## config.mk

```make
export PLATFORM = sky130hd
export DESIGN_NAME = ctrl_unit
export DESIGN_NICKNAME = d
export VERILOG_FILES = /design/src/rtl/ctrl_unit_pkg.sv /design/src/rtl/ctrl_unit_src_sel_dec.sv /design/src/rtl/ctrl_unit.sv
export SDC_FILE = /design/constraint.sdc
export NUM_CORES = 1
export LEC_CHECK = 0
export ABC_CLOCK_PERIOD_IN_PS = 6100
export BUFFER_PORTS_ARGS = -buffer_cell sky130_fd_sc_hd__buf_4
export CORE_MARGIN = 2
export CORE_UTILIZATION = 54
export DETAILED_ROUTE_END_ITERATION = 6
export PLACE_DENSITY = 0.81
export SLEW_MARGIN = 25
export SYNTH_ARGS = -nofsm -noshare
export SYNTH_HDL_FRONTEND = slang
export SYNTH_HIERARCHICAL = 1
export SYNTH_SLANG_ARGS = --single-unit
export TNS_END_PERCENT = 5
```

## constraint.sdc

```tcl
create_clock -name clk -period 6.1 [get_ports clk]
set_clock_uncertainty 0.2 [all_clocks]
set_input_delay 0.305 -clock clk [delete_from_list [all_inputs] [get_ports clk]]
set_output_delay 0.305 -clock clk [all_outputs]
set_load 0.01 [all_outputs]
```

## src/rtl/ctrl_unit_pkg.sv

```systemverilog
`default_nettype none
// ============================================================================
// Module : ctrl_unit_pkg
// Brief  : Shared opcodes, dst codes, bus selects, state encoding, control word
// Rev    : 1.0
// ============================================================================
package ctrl_unit_pkg;

    localparam logic [1:0] OP_ADD   = 2'b00;
    localparam logic [1:0] OP_SUB   = 2'b01;
    localparam logic [1:0] OP_LOAD  = 2'b10;
    localparam logic [1:0] OP_STORE = 2'b11;

    localparam logic [1:0] DST_R1 = 2'b00;
    localparam logic [1:0] DST_R2 = 2'b01;
    localparam logic [1:0] DST_R3 = 2'b10;
    localparam logic [1:0] DST_AR = 2'b11;

    localparam int         SEL_W    = 3;
    localparam logic [2:0] SEL_X    = 3'd0;
    localparam logic [2:0] SEL_R1   = 3'd1;
    localparam logic [2:0] SEL_R2   = 3'd2;
    localparam logic [2:0] SEL_MEM  = 3'd3;
    localparam logic [2:0] SEL_R3   = 3'd4;
    localparam logic [2:0] SEL_NULL = 3'd5;

    typedef enum logic [2:0] {
        ST_IDLE = 3'd0,
        ST_EXEC = 3'd1,
        ST_ADDR = 3'd2,
        ST_MEM  = 3'd3,
        ST_DONE = 3'd4
    } state_t;

    // ld[0..3] drive l1..l4
    typedef struct packed {
        logic             ready;
        logic             done;
        logic [3:0]       ld;
        logic [SEL_W-1:0] s1;
        logic [SEL_W-1:0] s2;
        logic             f;
        logic             w;
        logic             r;
    } ctrl_t;

    localparam ctrl_t CTRL_IDLE = '{ready: 1'b1, done: 1'b0, ld: 4'b0000,
                                    s1: SEL_NULL, s2: SEL_NULL,
                                    f: 1'b0, w: 1'b0, r: 1'b0};

    function automatic logic [3:0] dst_onehot(input logic [1:0] dst);
        logic [3:0] oh;
        oh      = 4'b0000;
        oh[dst] = 1'b1;
        return oh;
    endfunction

endpackage : ctrl_unit_pkg
`default_nettype wire

```

## src/rtl/ctrl_unit_src_sel_dec.sv

```systemverilog
`default_nettype none
// ============================================================================
// Module : src_sel_dec
// Brief  : Maps a 2-bit instruction source code onto a bus-select code
// Rev    : 1.0
// ============================================================================
module src_sel_dec
    import ctrl_unit_pkg::*;
(
    input  logic [1:0]       code_i,
    output logic [SEL_W-1:0] sel_o
);

    always_comb begin
        sel_o = SEL_X;
        case (code_i)
            2'b00:   sel_o = SEL_X;
            2'b01:   sel_o = SEL_R1;
            2'b10:   sel_o = SEL_R2;
            default: sel_o = SEL_R3;
        endcase
    end

endmodule : src_sel_dec
`default_nettype wire

```

## src/rtl/ctrl_unit.sv

```systemverilog
`default_nettype none
// ============================================================================
// Module : ctrl_unit
// Brief  : Multi-cycle datapath controller for ADD/SUB/LOAD/STORE, registered outputs
// Rev    : 1.0
// ============================================================================
module ctrl_unit
    import ctrl_unit_pkg::*;
(
    input  logic             clk,
    input  logic             rst,
    input  logic             start,
    input  logic [7:0]       instr,
    output logic             ready,
    output logic             done,
    output logic             l1,
    output logic             l2,
    output logic             l3,
    output logic             l4,
    output logic [SEL_W-1:0] s1,
    output logic [SEL_W-1:0] s2,
    output logic             f,
    output logic             w,
    output logic             r
);

    state_t           state_q, state_d;
    logic [7:0]       instr_q, instr_d;
    ctrl_t            ctrl_q, ctrl_d;
    logic [SEL_W-1:0] sel_a, sel_b;
    logic [1:0]       op_d, dst_d;

    assign op_d  = instr_d[7:6];
    assign dst_d = instr_d[5:4];

    src_sel_dec u_dec_a (.code_i(instr_d[3:2]), .sel_o(sel_a));
    src_sel_dec u_dec_b (.code_i(instr_d[1:0]), .sel_o(sel_b));

    always_comb begin
        state_d = state_q;
        instr_d = instr_q;
        case (state_q)
            ST_IDLE: begin
                if (start) begin
                    instr_d = instr;
                    state_d = instr[7] ? ST_ADDR : ST_EXEC;
                end
            end
            ST_EXEC: state_d = ST_DONE;
            ST_ADDR: state_d = ST_MEM;
            ST_MEM:  state_d = ST_DONE;
            ST_DONE: state_d = ST_IDLE;
            default: state_d = ST_IDLE;
        endcase
    end

    // Controls are decoded for the state being entered so they can be
    // registered and still line up with that state.
    always_comb begin
        ctrl_d = CTRL_IDLE;
        if (state_d != ST_IDLE) begin
            ctrl_d.ready = 1'b0;
        end
        case (state_d)
            ST_EXEC: begin
                ctrl_d.s1 = sel_a;
                ctrl_d.s2 = sel_b;
                ctrl_d.f  = op_d[0];
                ctrl_d.ld = dst_onehot(dst_d);
            end
            ST_ADDR: begin
                ctrl_d.s1 = sel_a;
                ctrl_d.ld = dst_onehot(DST_AR);
            end
            ST_MEM: begin
                if (op_d == OP_LOAD) begin
                    ctrl_d.r  = 1'b1;
                    ctrl_d.s1 = SEL_MEM;
                    ctrl_d.ld = dst_onehot(dst_d);
                end else begin
                    ctrl_d.w  = 1'b1;
                    ctrl_d.s1 = sel_b;
                end
            end
            ST_DONE: ctrl_d.done = 1'b1;
            default: ;
        endcase
    end

    always_ff @(posedge clk) begin
        if (rst) begin
            state_q <= ST_IDLE;
            instr_q <= 8'h00;
            ctrl_q  <= CTRL_IDLE;
        end else begin
            state_q <= state_d;
            instr_q <= instr_d;
            ctrl_q  <= ctrl_d;
        end
    end

    assign ready = ctrl_q.ready;
    assign done  = ctrl_q.done;
    assign l1    = ctrl_q.ld[0];
    assign l2    = ctrl_q.ld[1];
    assign l3    = ctrl_q.ld[2];
    assign l4    = ctrl_q.ld[3];
    assign s1    = ctrl_q.s1;
    assign s2    = ctrl_q.s2;
    assign f     = ctrl_q.f;
    assign w     = ctrl_q.w;
    assign r     = ctrl_q.r;

endmodule : ctrl_unit
`default_nettype wire

```

# After elaboration in Yosys (flattened, before gate mapping)
# Index checks and enable logic that the tools add are counted.
[op_classes] n_bitwise=2 n_reduce_logical=8 magnitude_cmp=2 n_mux=16 eq_ne=12
[op_table] cell="case mux 3 bit (3 select lines)" count=3
[op_table] cell="case mux 7 bit (3 select lines)" count=1
[op_table] cell="two-way mux 8 bit" count=2
[op_table] cell="== test 3 x 2 -> 1 bit (second input constant)" count=4
[op_table] cell="== test 2 bit (second input constant)" count=3
[op_table] cell="== test 3 x 1 -> 1 bit (second input constant)" count=2
[op_table] cell="two-way mux 3 bit" count=2
[op_table] cell="OR reduction 2 bit" count=3
[op_table] cell="two-way mux 1 bit" count=5
[op_table] cell="== test 2 x 1 -> 1 bit (second input constant)" count=2
[op_table] cell="zero test 2 bit" count=2
[op_table] cell="two-way mux 4 bit" count=1
[op_table] cell="== test 3 bit (second input constant)" count=1
[op_table] cell="zero test 3 bit" count=1
[op_table] cell="< comparator 2 x 3 -> 1 bit (second input constant)" count=1
[op_table] cell="nonzero test 3 bit" count=1
[op_table] cell="demux 1 bit (select 2 bit)" count=1
[op_table] cell=">= comparator 2 x 1 -> 1 bit (second input constant)" count=1
[op_table] cell="two-way mux 2 bit" count=1
[op_table] cell="NOT 1 bit" count=2
[op_table] cell="logical AND 1 bit" count=1
[word_totals] out_inout_bits=15 wordCells=50 register_bits=26 inputBits=11

# Depth between registers and ports, before layout
[logic_depth] word_depth=8 mapped_depth=6 ltp_nobuf=5

# By module
# The synthesis kept the hierarchy.
[modules_own_cells] mod="ctrl_unit" n_inst=1 area_each_um2=959.7 cells_per_inst=91 seq_area_each_um2=520.5
[modules_own_cells] mod="src_sel_dec" n_inst=2 area_each_um2=22.5 cells_per_inst=3 seq_area_each_um2=0.0

# Worst setup path before layout
# Ideal clock, no wire load.
[synth_timing] kind="reg-to-reg" start="reg state_q[1]" end="reg ctrl_q (netlist bit s2[2])" period_less_slack_ns=2.087 required_ns=5.777 arrival_time_ns=1.763 setup_slack_ns=4.013 setup_ns=0.123 path_stages_with_launch=6 n_path_buf=1 cell_sequence="dfxtp_1 > buf_2 > nor4b_4 > mux2_2 > and2_2 > or2_2"
[synth_via] word_cells_on_any_way=15 cone_classes="6 x eq/ne; 4 x mux; 1 x bitwise; 4 x reduce/logical"
[synth_lines] element="start: declaration" line_no="ctrl_unit.sv:27" text="state_t state_q, state_d;"
[synth_lines] element="start signal: assignment" line_no="ctrl_unit.sv:96" text="state_q <= state_d;"
[synth_lines] element="zero test 3 bit (*)" line_no="ctrl_unit.sv:42" text="case (state_q)"
[synth_lines] element="two-way mux 8 bit (*)" line_no="ctrl_unit.sv:42"
[synth_lines] element="named net instr_d[1]" line_no="ctrl_unit.sv:28" text="logic [7:0] instr_q, instr_d;"
[synth_lines] element="== test 2 bit (tied with other cells)" line_no="ctrl_unit_src_sel_dec.sv:16" text="case (code_i)"
[synth_lines] element="case mux 3 bit (3 select lines) (*)" line_no="ctrl_unit_src_sel_dec.sv:16"
[synth_lines] element="named net sel_b[2]" line_no="ctrl_unit.sv:30" text="logic [SEL_W-1:0] sel_a, sel_b;"
[synth_lines] element="end signal: assignment" line_no="ctrl_unit.sv:98" text="ctrl_q <= ctrl_d;"
[synth_lines] element="end: declaration" line_no="ctrl_unit.sv:29" text="ctrl_t ctrl_q, ctrl_d;"
# The timed path passes the listed nets; every way through them passes the cells marked *.
# A chain may end at the register's enable or synchronous reset.

# Final worst setup path
[layout_timing] start="reg state_q[1]" end="reg ctrl_q (netlist bit s1[2])"
[layout_via] word_cells_on_any_way=22 cone_classes="11 x eq/ne; 7 x mux; 4 x reduce/logical"
[layout_lines] element="zero test 3 bit (*)" line_no="ctrl_unit.sv:42"
[layout_lines] element="two-way mux 8 bit (*)" line_no="ctrl_unit.sv:42"
[layout_lines] element="named net instr_d[3]" line_no="ctrl_unit.sv:28"
[layout_lines] element="== test 2 bit (tied with other cells)" line_no="ctrl_unit_src_sel_dec.sv:16"
[layout_lines] element="case mux 3 bit (3 select lines) (*)" line_no="ctrl_unit_src_sel_dec.sv:16"
[layout_lines] element="named net sel_a[2]" line_no="ctrl_unit.sv:30"
[layout_lines] element="case mux 7 bit (3 select lines) (*)" line_no="ctrl_unit.sv:64" text="case (state_d)"
# Marks and branches as above.

==> impl_metrics.toml <==
[drt]
vias_per_cell = 4.960
post_drt_wl_per_cell_um = 11.85
drt_first_iter_violations = 3
num_vias = 739
drtPass1Iterations = 3
antenna_left = 0
remaining_drc_errors = 0
routed_wl_um = 1765

[sta]
fin_tns_setup_ns = 0
drv_slew = 0
max_freq_ghz = 0.4331
max_slew_margin = 0.5001
period_share = 0.3785
rsz0062_at_grt = "no"
worst_pin_slew_ns = 0.7441
period_needed_ns = 2.309
hold_viol_final = 0
timing.final.ws_setup_ns = 3.791
setup_viol = 0

[synthesis]
synth_common_cells = "26 x dfxtp_1, 7 x nor2_1, 6 x a21oi_1, 6 x nor2b_1, 5 x nand2_1"
syn_area_um2 = 1005
syn_avg_cell_area_um2 = 10.36
synthDistinctLibCells = 30
synth_seq_cells = 26
synth_top_area_share = 0.5181
synth_cells = 97
synth_ff_type = "dfxtp_1"
async_flop_share = 0
yosys_warnings = 6
synth.most_common_cell = "dfxtp_1"
synth_edf_count = 0
synth_fp_nets = 108
ys_seq_area_frac = 0.5181
synth_top_cells_by_area = "dfxtp_1 52%, mux2_2 4.5%, mux2i_1 4.0%"
synth_top_area_cell = "dfxtp_1"

[placed_design]
port-buffer-count = 25
detailedPlacementHpwl_um = 1321
gp_congestion = 0.7863
place_ws_ns = 3.558

[worst_setup_path]
reg2reg_to = "s1[2]"
critical_path_peak_fanout = 13
cp.required_ns = 6.12
worstReg2RegStart = "state_q[1]"
path_class = "flip-flop to flip-flop"
start_kind = "flip-flop"
crit_arrival_ns = 2.33
endpoint_kind = "flip-flop"
reg2reg_depth = 6
r2r_slack_ns = 3.79

[floorplanning]
ioPinCount = 26
coreArea_um2 = 1745
die_y_um = 47.14
dieWidth_um = 47.14
start_util = 0.5756
dieArea_um2 = 2222
rows = 15

[layout]
final-seq-area_um2 = 520.5
drive_gt1_frac = 0.3468
antenna_cells = 0
multiInputGateArea_um2 = 467.9
fillers = 149
syn_to_final_growth_pct = 26.15
final_nets = 136

[power]
pwr-share-seq = 0.526
comb_power_share = 0.149
irDropWorstVdd_v = 0.0002430
leakage_nw = 0.5523
power_frac_clock = 0.326
powerDensity_nw_per_um2 = 278.9
power_switching_share = 0.2232
p_sw_mw = 0.07889
p_int_mw = 0.2746

[clocking]
clockBufferDepth = 2
clockRootBuffer = "clkbuf_4"
holdBufCountCts = 0
clock_sinks = 26
postCtsSetupRepairBufs = 0
cts_resized = 0
path_clk_slew_ns = 0.14
cts_buffers = 3
clkLatencyLatePin_ns = 0.31
h-tree-depth = 1
cts_tree = "done"

[outcome]
status = "completed"

[global_route]
antenna_found_initial = 0
grt_usage = 0.2024
grt_pass1_vias = 722
grt_pass1_wl_um = 3187
grt_max_degree = 20
overflow = 0

[hold_path]
min_from = "rst"
min_to = "done"
min-delay-path-class = "input pin to flip-flop"
hold_depth = 2

[flow_run]
timing.max_cap.violations = 0
-- layout by cell type, fill, tap and decap left out, types with 5 or more instances in the layout --
cell,Yosys,routed
nand2_1,5,5
nor2_1,7,7
a21oi_1,6,6
dfxtp_1,26,26
nor2b_1,6,6
buf_4,1,26
-- per-layer routing --
| layer | global-route usage | vias up | wire (um) |
|---|---|---|---|
| met2 | 0.3233 | 15 | 844 |
| met3 | 0.03462 | 2 | 60 |
| li1 | - | 387 | - |
| met1 | 0.2786 | 335 | 845 |
| met5 | 0 | - | 0 |
| met4 | 0.06667 | 0 | 14 |
-- per-stage QoR --
step                      cells  cell area [um^2]  power (mW)  hold slack (ns)  utilization
final                       149              1267      0.3535          0.03256       0.7262
after global routing        149              1267      0.3714          0.01486       0.7262
after CTS                   148              1260      0.3556          0.02023       0.7219
after detailed placement    144              1207      0.2413           0.3436       0.6918
after global placement      144              1207      0.2396           0.3260       0.6918
after floorplan              97              1005      0.2227           0.2522            -
-- flip-flops by register name, indices dropped and copies added (netlist names), 3 cells and up --
register	count
s1	3
s2	3
state_q	3
instr_q	8
-- worst max path at each step --
stage               slack (ns)       start  depth (start not counted)    end
finish                    3.79  state_q[1]                          6  s1[2]
global route              3.63  state_q[1]                          6  s1[1]
CTS                       3.54  state_q[1]                          5  s1[1]
detailed placement        3.56  state_q[1]                          5  s1[1]
global placement          3.63  state_q[1]                          4  s2[2]
floorplan                 4.01  state_q[1]                          5  s2[2]
-- cells by family after synthesis --
kind of cell	Yosys count	share of synthesized area
buffers and inverters	3	0.01618
DFF	26	0.5181
muxes	8	0.08468
and+or+nand+nor	45	0.2927
AOI/OAI and AO/OA	15	0.08842
-- power groups by stage --
stage	combinational [mW]	clock [mW]	sequential, mW
after floorplan	0.0329	0	0.190
after global placement	0.0506	0	0.189
after detailed placement	0.0517	0	0.190
after CTS	0.0521	0.118	0.186
after global routing	0.0593	0.125	0.187
final	0.0526	0.115	0.186
-- final cells by class --
type	instances	area share
clock buffer	3	0.01777
timing repair buffer	26	0.1540
sequential	26	0.4107
multi-input combinational	68	0.3692
clock inverter	1	0.02369
tap	25	0.02468
-- worst max-delay path, cell delays in order, from the launching register on --
cell	delay (ns)
dfxtp_1	0.42
nor4b_4	0.50
buf_4	0.29
mux2_2	0.38
and2_2	0.20
a32oi_1	0.16
nand2_1	0.07
Note: power is estimated with default switching activity, not from simulation.
